### config.mk
export PLATFORM = sky130hd
export DESIGN_NAME = aes_block_loader
export DESIGN_NICKNAME = d
export VERILOG_FILES = /design/src/rtl/aes_pkg.sv /design/src/rtl/aes_word_pack.sv /design/src/rtl/aes_block_loader.sv
export SDC_FILE = /design/constraint.sdc
export NUM_CORES = 1
export LEC_CHECK = 0
export CORE_AREA = 5 5 190 192
export CTS_BUF_LIST = sky130_fd_sc_hd__clkbuf_8
export CTS_CLUSTER_DIAMETER = 120
export DETAILED_ROUTE_END_ITERATION = 8
export DIE_AREA = 0 0 195 197
export GPL_TIMING_DRIVEN = 0
export PLACE_DENSITY = 0.78
export SKIP_CTS_REPAIR_TIMING = 1
export SYNTH_ARGS = -nofsm -noshare
export SYNTH_HDL_FRONTEND = slang
export SYNTH_SLANG_ARGS = --single-unit
export TNS_END_PERCENT = 30
### constraint.sdc
create_clock -name clk -period 2.35 [get_ports clk]
set_input_delay 0.47 -clock clk [delete_from_list [all_inputs] [get_ports clk]]
set_output_delay 0.47 -clock clk [all_outputs]
set_load 0.005 [all_outputs]
### src/rtl/aes_pkg.sv
// Shared types and widths for the AES block loader slice.
package aes_pkg;

  localparam int unsigned AES_BLK_W  = 128;
  localparam int unsigned AES_WORD_W = 32;
  localparam int unsigned AES_NWORDS = AES_BLK_W / AES_WORD_W;

  typedef enum logic [2:0] {
    IDLE,
    COLLECT,
    LOAD,
    WAIT,
    OUT
  } state_e;

endpackage

### src/rtl/aes_word_pack.sv
// 4x32 <-> 128 slot mux/demux; slot 0 is bits [127:96].
module aes_word_pack
  import aes_pkg::*;
(
  input  logic [AES_BLK_W-1:0]  wr_blk,
  input  logic [1:0]            wr_sel,
  input  logic [AES_WORD_W-1:0] wr_word,
  output logic [AES_BLK_W-1:0]  wr_blk_new,
  input  logic [AES_BLK_W-1:0]  rd_blk,
  input  logic [1:0]            rd_sel,
  output logic [AES_WORD_W-1:0] rd_word
);

  // Replace one slot of wr_blk and select one slot of rd_blk.
  always_comb begin
    wr_blk_new = wr_blk;
    rd_word    = '0;
    for (int unsigned i = 0; i < AES_NWORDS; i++) begin
      if (wr_sel == i[1:0]) begin
        wr_blk_new[AES_BLK_W-1-AES_WORD_W*i -: AES_WORD_W] = wr_word;
      end
      if (rd_sel == i[1:0]) begin
        rd_word = rd_blk[AES_BLK_W-1-AES_WORD_W*i -: AES_WORD_W];
      end
    end
  end

endmodule

### src/rtl/aes_block_loader.sv
// Feeds plaintext/key to aes_cipher_top, pulses ld, waits for done and
// streams the 128-bit result back as four big-endian 32-bit words.
module aes_block_loader
  import aes_pkg::*;
#(
  parameter int unsigned TIMEOUT_CYC = 64,
  parameter int unsigned TO_W        = 7
) (
  input  logic                  clk,
  input  logic                  rst,
  input  logic                  s_valid,
  output logic                  s_ready,
  input  logic [AES_WORD_W-1:0] s_data,
  input  logic                  key_we,
  input  logic [1:0]            key_addr,
  input  logic [AES_WORD_W-1:0] key_wdata,
  output logic                  key_busy,
  output logic                  m_valid,
  input  logic                  m_ready,
  output logic [AES_WORD_W-1:0] m_data,
  output logic                  err,
  input  logic                  err_clr,
  output logic                  core_ld,
  output logic [AES_BLK_W-1:0]  core_key,
  output logic [AES_BLK_W-1:0]  core_text,
  input  logic                  core_done,
  input  logic [AES_BLK_W-1:0]  core_out
);

  state_e                 state_q, state_d;
  logic [1:0]             wcnt_q, wcnt_d;
  logic [1:0]             ocnt_q, ocnt_d;
  logic [TO_W-1:0]        to_cnt_q, to_cnt_d;
  logic                   err_q, err_d;
  logic                   done_q;
  logic [AES_BLK_W-1:0]   core_key_q, core_key_d;
  logic [AES_BLK_W-1:0]   core_text_q, core_text_d;
  logic [AES_BLK_W-1:0]   result_q, result_d;
  logic [AES_BLK_W-1:0]   text_packed;
  logic                   s_hs, m_hs, done_edge;

  assign s_ready   = (state_q == IDLE) || (state_q == COLLECT);
  assign key_busy  = (state_q == LOAD) || (state_q == WAIT);
  assign m_valid   = (state_q == OUT);
  assign core_ld   = (state_q == LOAD);
  assign err       = err_q;
  assign core_key  = core_key_q;
  assign core_text = core_text_q;

  assign s_hs      = s_valid & s_ready;
  assign m_hs      = m_valid & m_ready;
  assign done_edge = core_done & ~done_q;

  aes_word_pack u_pack (
    .wr_blk     (core_text_q),
    .wr_sel     (wcnt_q),
    .wr_word    (s_data),
    .wr_blk_new (text_packed),
    .rd_blk     (result_q),
    .rd_sel     (ocnt_q),
    .rd_word    (m_data)
  );

  // Next-state and datapath update for the loader FSM.
  always_comb begin
    state_d     = state_q;
    wcnt_d      = wcnt_q;
    ocnt_d      = ocnt_q;
    to_cnt_d    = to_cnt_q;
    err_d       = err_q;
    core_key_d  = core_key_q;
    core_text_d = core_text_q;
    result_d    = result_q;

    if (key_we && !key_busy) begin
      case (key_addr)
        2'd0:    core_key_d[127:96] = key_wdata;
        2'd1:    core_key_d[95:64]  = key_wdata;
        2'd2:    core_key_d[63:32]  = key_wdata;
        default: core_key_d[31:0]   = key_wdata;
      endcase
    end

    if (err_clr) begin
      err_d = 1'b0;
    end

    case (state_q)
      IDLE, COLLECT: begin
        if (s_hs) begin
          core_text_d = text_packed;
          wcnt_d      = wcnt_q + 2'd1;
          if (wcnt_q == 2'd3) begin
            state_d  = LOAD;
            to_cnt_d = '0;
          end else begin
            state_d = COLLECT;
          end
        end
      end
      LOAD: begin
        // The ld cycle is counted so the abort lands TIMEOUT_CYC cycles after core_ld.
        to_cnt_d = to_cnt_q + 1'b1;
        state_d  = WAIT;
      end
      WAIT: begin
        if (done_edge) begin
          result_d = core_out;
          state_d  = OUT;
        end else if (to_cnt_q == TO_W'(TIMEOUT_CYC - 1)) begin
          err_d   = 1'b1;
          state_d = IDLE;
        end else if (to_cnt_q != '1) begin
          to_cnt_d = to_cnt_q + 1'b1;
        end
      end
      OUT: begin
        if (m_hs) begin
          ocnt_d = ocnt_q + 2'd1;
          if (ocnt_q == 2'd3) begin
            state_d = IDLE;
          end
        end
      end
      default: state_d = IDLE;
    endcase
  end

  // Register all loader state with synchronous reset.
  always_ff @(posedge clk) begin
    if (rst) begin
      state_q     <= IDLE;
      wcnt_q      <= '0;
      ocnt_q      <= '0;
      to_cnt_q    <= '0;
      err_q       <= 1'b0;
      done_q      <= 1'b0;
      core_key_q  <= '0;
      core_text_q <= '0;
      result_q    <= '0;
    end else begin
      state_q     <= state_d;
      wcnt_q      <= wcnt_d;
      ocnt_q      <= ocnt_d;
      to_cnt_q    <= to_cnt_d;
      err_q       <= err_d;
      done_q      <= core_done;
      core_key_q  <= core_key_d;
      core_text_q <= core_text_d;
      result_q    <= result_d;
    end
  end

endmodule

==> run summary <==
row count: 68
flops & latches, synth: 400
Warnings, synthesis: 0
final max-slew violation count: 0
Post-synth top cells: nand2_1, a21oi_1, dfxtp_1, clkbuf_1, buf_2
DRT Pass-1 Iters: 5
Pint: 11.1 mW
Fill cells: 2879
antenna-violating nets left: 0
slew margin rel.: 52.8%
HP Class: input port to flip-flop
Worst-Margin Slew: 0.708 ns
Horiz. Die Dim: 195 um
Die Span Y: 197 um
PD cells: 658 nW/um^2
Worst EP required: 1.88 ns
hpwl dp: 44600 um
htree depth: 3
fmax: 390 MHz
initial core utilization: 44.7%
vias in the first global route: 16.1k
asr flop ratio synth: 0%
synthesized netlist cell count: 2009
final worst-path cycle share: 109%
Yosys cell types: 43
ys flop type: dfxtp_1
final hold viol count: 0
Starting DRT DRC Count: 1035
FF+latch area: 8010 sq um
crit-path max FO: 6
grt ovf: 0
area grow syn2layout: 46.6%
Placement Setup Slack: -0.972 ns
Routed WL per cell: 19.4 um
Worst Path Arrival: 2.10 ns
post-synth top area share: 52.4%
sequential share of power: 47.8%
Total Neg Setup Slack: -4.33 ns
fin worst setup slack: -0.216 ns
first-pass GRT wire length: 90200 um
share of layout cells above drive strength 1: 11.0%
final wirelength: 59800 um
largest cells by area after synthesis: dfxtp_1, nand2_1, a21oi_1
CTS sink count: 400
root buffer cell: clkbuf_8
mapped cell area: 15300 sq um
critical path launch point type: flip-flop
num ports: 494
core area: 34200 sq um
pin count of the biggest net entering global routing: 11
number of max-cap violations: 0
NumNets Final: 2782
number of flops mapped to enable cells by yosys: 0
outcome: finished with violations
Die Area: 38400 sq um
IR drop worst, VDD: 0.000518 V
failing checks: negative setup slack
CP Class: flip-flop to output port
vias per cell: 5.28
CTS tree: done
Clock Pin Slew Worst Setup and Hold Paths: 0.06 ns
sequential area share after synthesis: 52.4%
Tot Pwr: 14.8 mW
syn_area_per_cell: 7.61 sq um
syn nets: 2219
clk buf depth: 3
count leader, synth: nand2_1
gr usage total: 29.4%
switching part of the total: 25.1%
worst clock skew: 0.0276 ns
Via Count: 16.3k
CTS Buf Count: 67
GPL Wtd Cong: 0.923
final setup vio count: 32
Logic pwr share: 10.0%
LEAKAGE: 7.91 nW
Clock Latency Late Sink: 0.60 ns
RSZ-0062 raised after global routing: true
Clock power frac: 42.2%
Switch Pwr: 3.70 mW
Multi-input gate area: 6710 sq um
port bufs: 493
initial antenna violation count: 7
cell taking the most area after synthesis: dfxtp_1
fin crit period: 2.57 ns
Worst setup EP type: output port
DRC Markers: 0
==> worst paths after layout <==
check	endpoint	slack (ns)	startpoint	depth (start not counted)
max	m_data[30]	-0.22	ocnt_q[1]	9
min	result_q[122]	0.44	core_out[122]	3
max reg2reg	core_text[19]	0.35	state_q[2]	7
min reg2reg	core_text[80]	0.45	core_text[80]	2
==> power by group through the flow <==
stage / sequential [mW] / clock, mW / combinational [mW]
floorplan: 7.20 / 0 / 0.471
finish: 7.06 / 6.22 / 1.48
global route: 7.07 / 6.67 / 1.59
CTS: 7.05 / 6.33 / 1.48
detailed placement: 7.20 / 0 / 1.47
global placement: 7.19 / 0 / 1.45
==> area by class of cell <==
| type | count | area share, % |
|---|---|---|
| diodes | 6 | 0.0670 |
| plain buffers | 154 | 3.87 |
| clock buffers | 87 | 5.34 |
| clock inverters | 29 | 0.692 |
| inverters | 7 | 0.140 |
| multi-input cells | 1445 | 30.0 |
| flip-flops and latches | 400 | 35.8 |
| well taps | 455 | 2.54 |
| repair buffers | 497 | 21.6 |
==> sequential cells by signal (all words and copies together) (netlist names) <==
register and flops:
core_key 128, core_text 128, done_q 1, err 1, ocnt_q 2, result_q 128
state_q 3, to_cnt_q 7, wcnt_q 2
==> worst max-delay path: stages, from the launching register on <==
cell,delay (ns)
dfxtp_4,0.36
inv_4,0.07
ha_4,0.20
buf_8,0.15
clkbuf_16,0.16
nand2_4,0.04
a21oi_2,0.15
a21oi_2,0.06
o21ai_2,0.17
buf_2,0.15
==> cells by family after synthesis <==
group	after synthesis	share of synthesized area [%]
multiplexers	1	0.0655
XOR/XNOR	2	0.115
AND/OR/NAND/NOR	935	25.0
buffers and inverters	164	5.21
adder cells (fa/ha/maj)	9	0.737
flip-flops	400	52.4
AO/OA/AOI/OAI	498	16.5
==> cells in the final DEF, fill, tap and decap left out, types with 4 or more instances in the layout <==
master | netlist | layout
clkbuf_1 | 83 | 62
clkbuf_4 | 0 | 5
buf_4 | 23 | 30
diode_2 | 0 | 6
clkbuf_2 | 0 | 5
and2_1 | 5 | 5
ha_1 | 9 | 6
a21oi_2 | 0 | 38
inv_6 | 0 | 4
buf_2 | 40 | 72
buf_6 | 6 | 11
dfxtp_1 | 400 | 398
nand2_1 | 842 | 837
o211ai_1 | 4 | 4
a21oi_1 | 454 | 416
nand3_1 | 6 | 6
nand2b_1 | 8 | 8
clkdlybuf4s50_1 | 0 | 458
nand3b_1 | 35 | 35
o21ai_2 | 0 | 4
o21ai_1 | 1 | 29
clkbuf_8 | 0 | 87
nor2_1 | 9 | 9
inv_1 | 6 | 22
==> per-stage QoR <==
| stage | instances | hold WS [ns] | area [sq um] | util (%) |
|---|---|---|---|---|
| 6_report | 3080 | 0.441 | 22400 | 65.5 |
| 4_1_cts | 3073 | 0.392 | 22100 | 64.7 |
| 3_3_place_gp | 2957 | 0.441 | 20800 | 60.8 |
| 3_5_place_dp | 2957 | 0.446 | 20800 | 60.8 |
| 5_1_grt | 3080 | 0.415 | 22400 | 65.5 |
| 2_1_floorplan | 2009 | 0.436 | 15300 | - |
==> layer usage <==
metal	part of all wire, %	GRT usage (%)
met1	38	34.7
met2	48	49.2
met3	9.1	8.12
met4	5.0	15.2
met5	0.033	0
(Power assumes the default switching activity.)
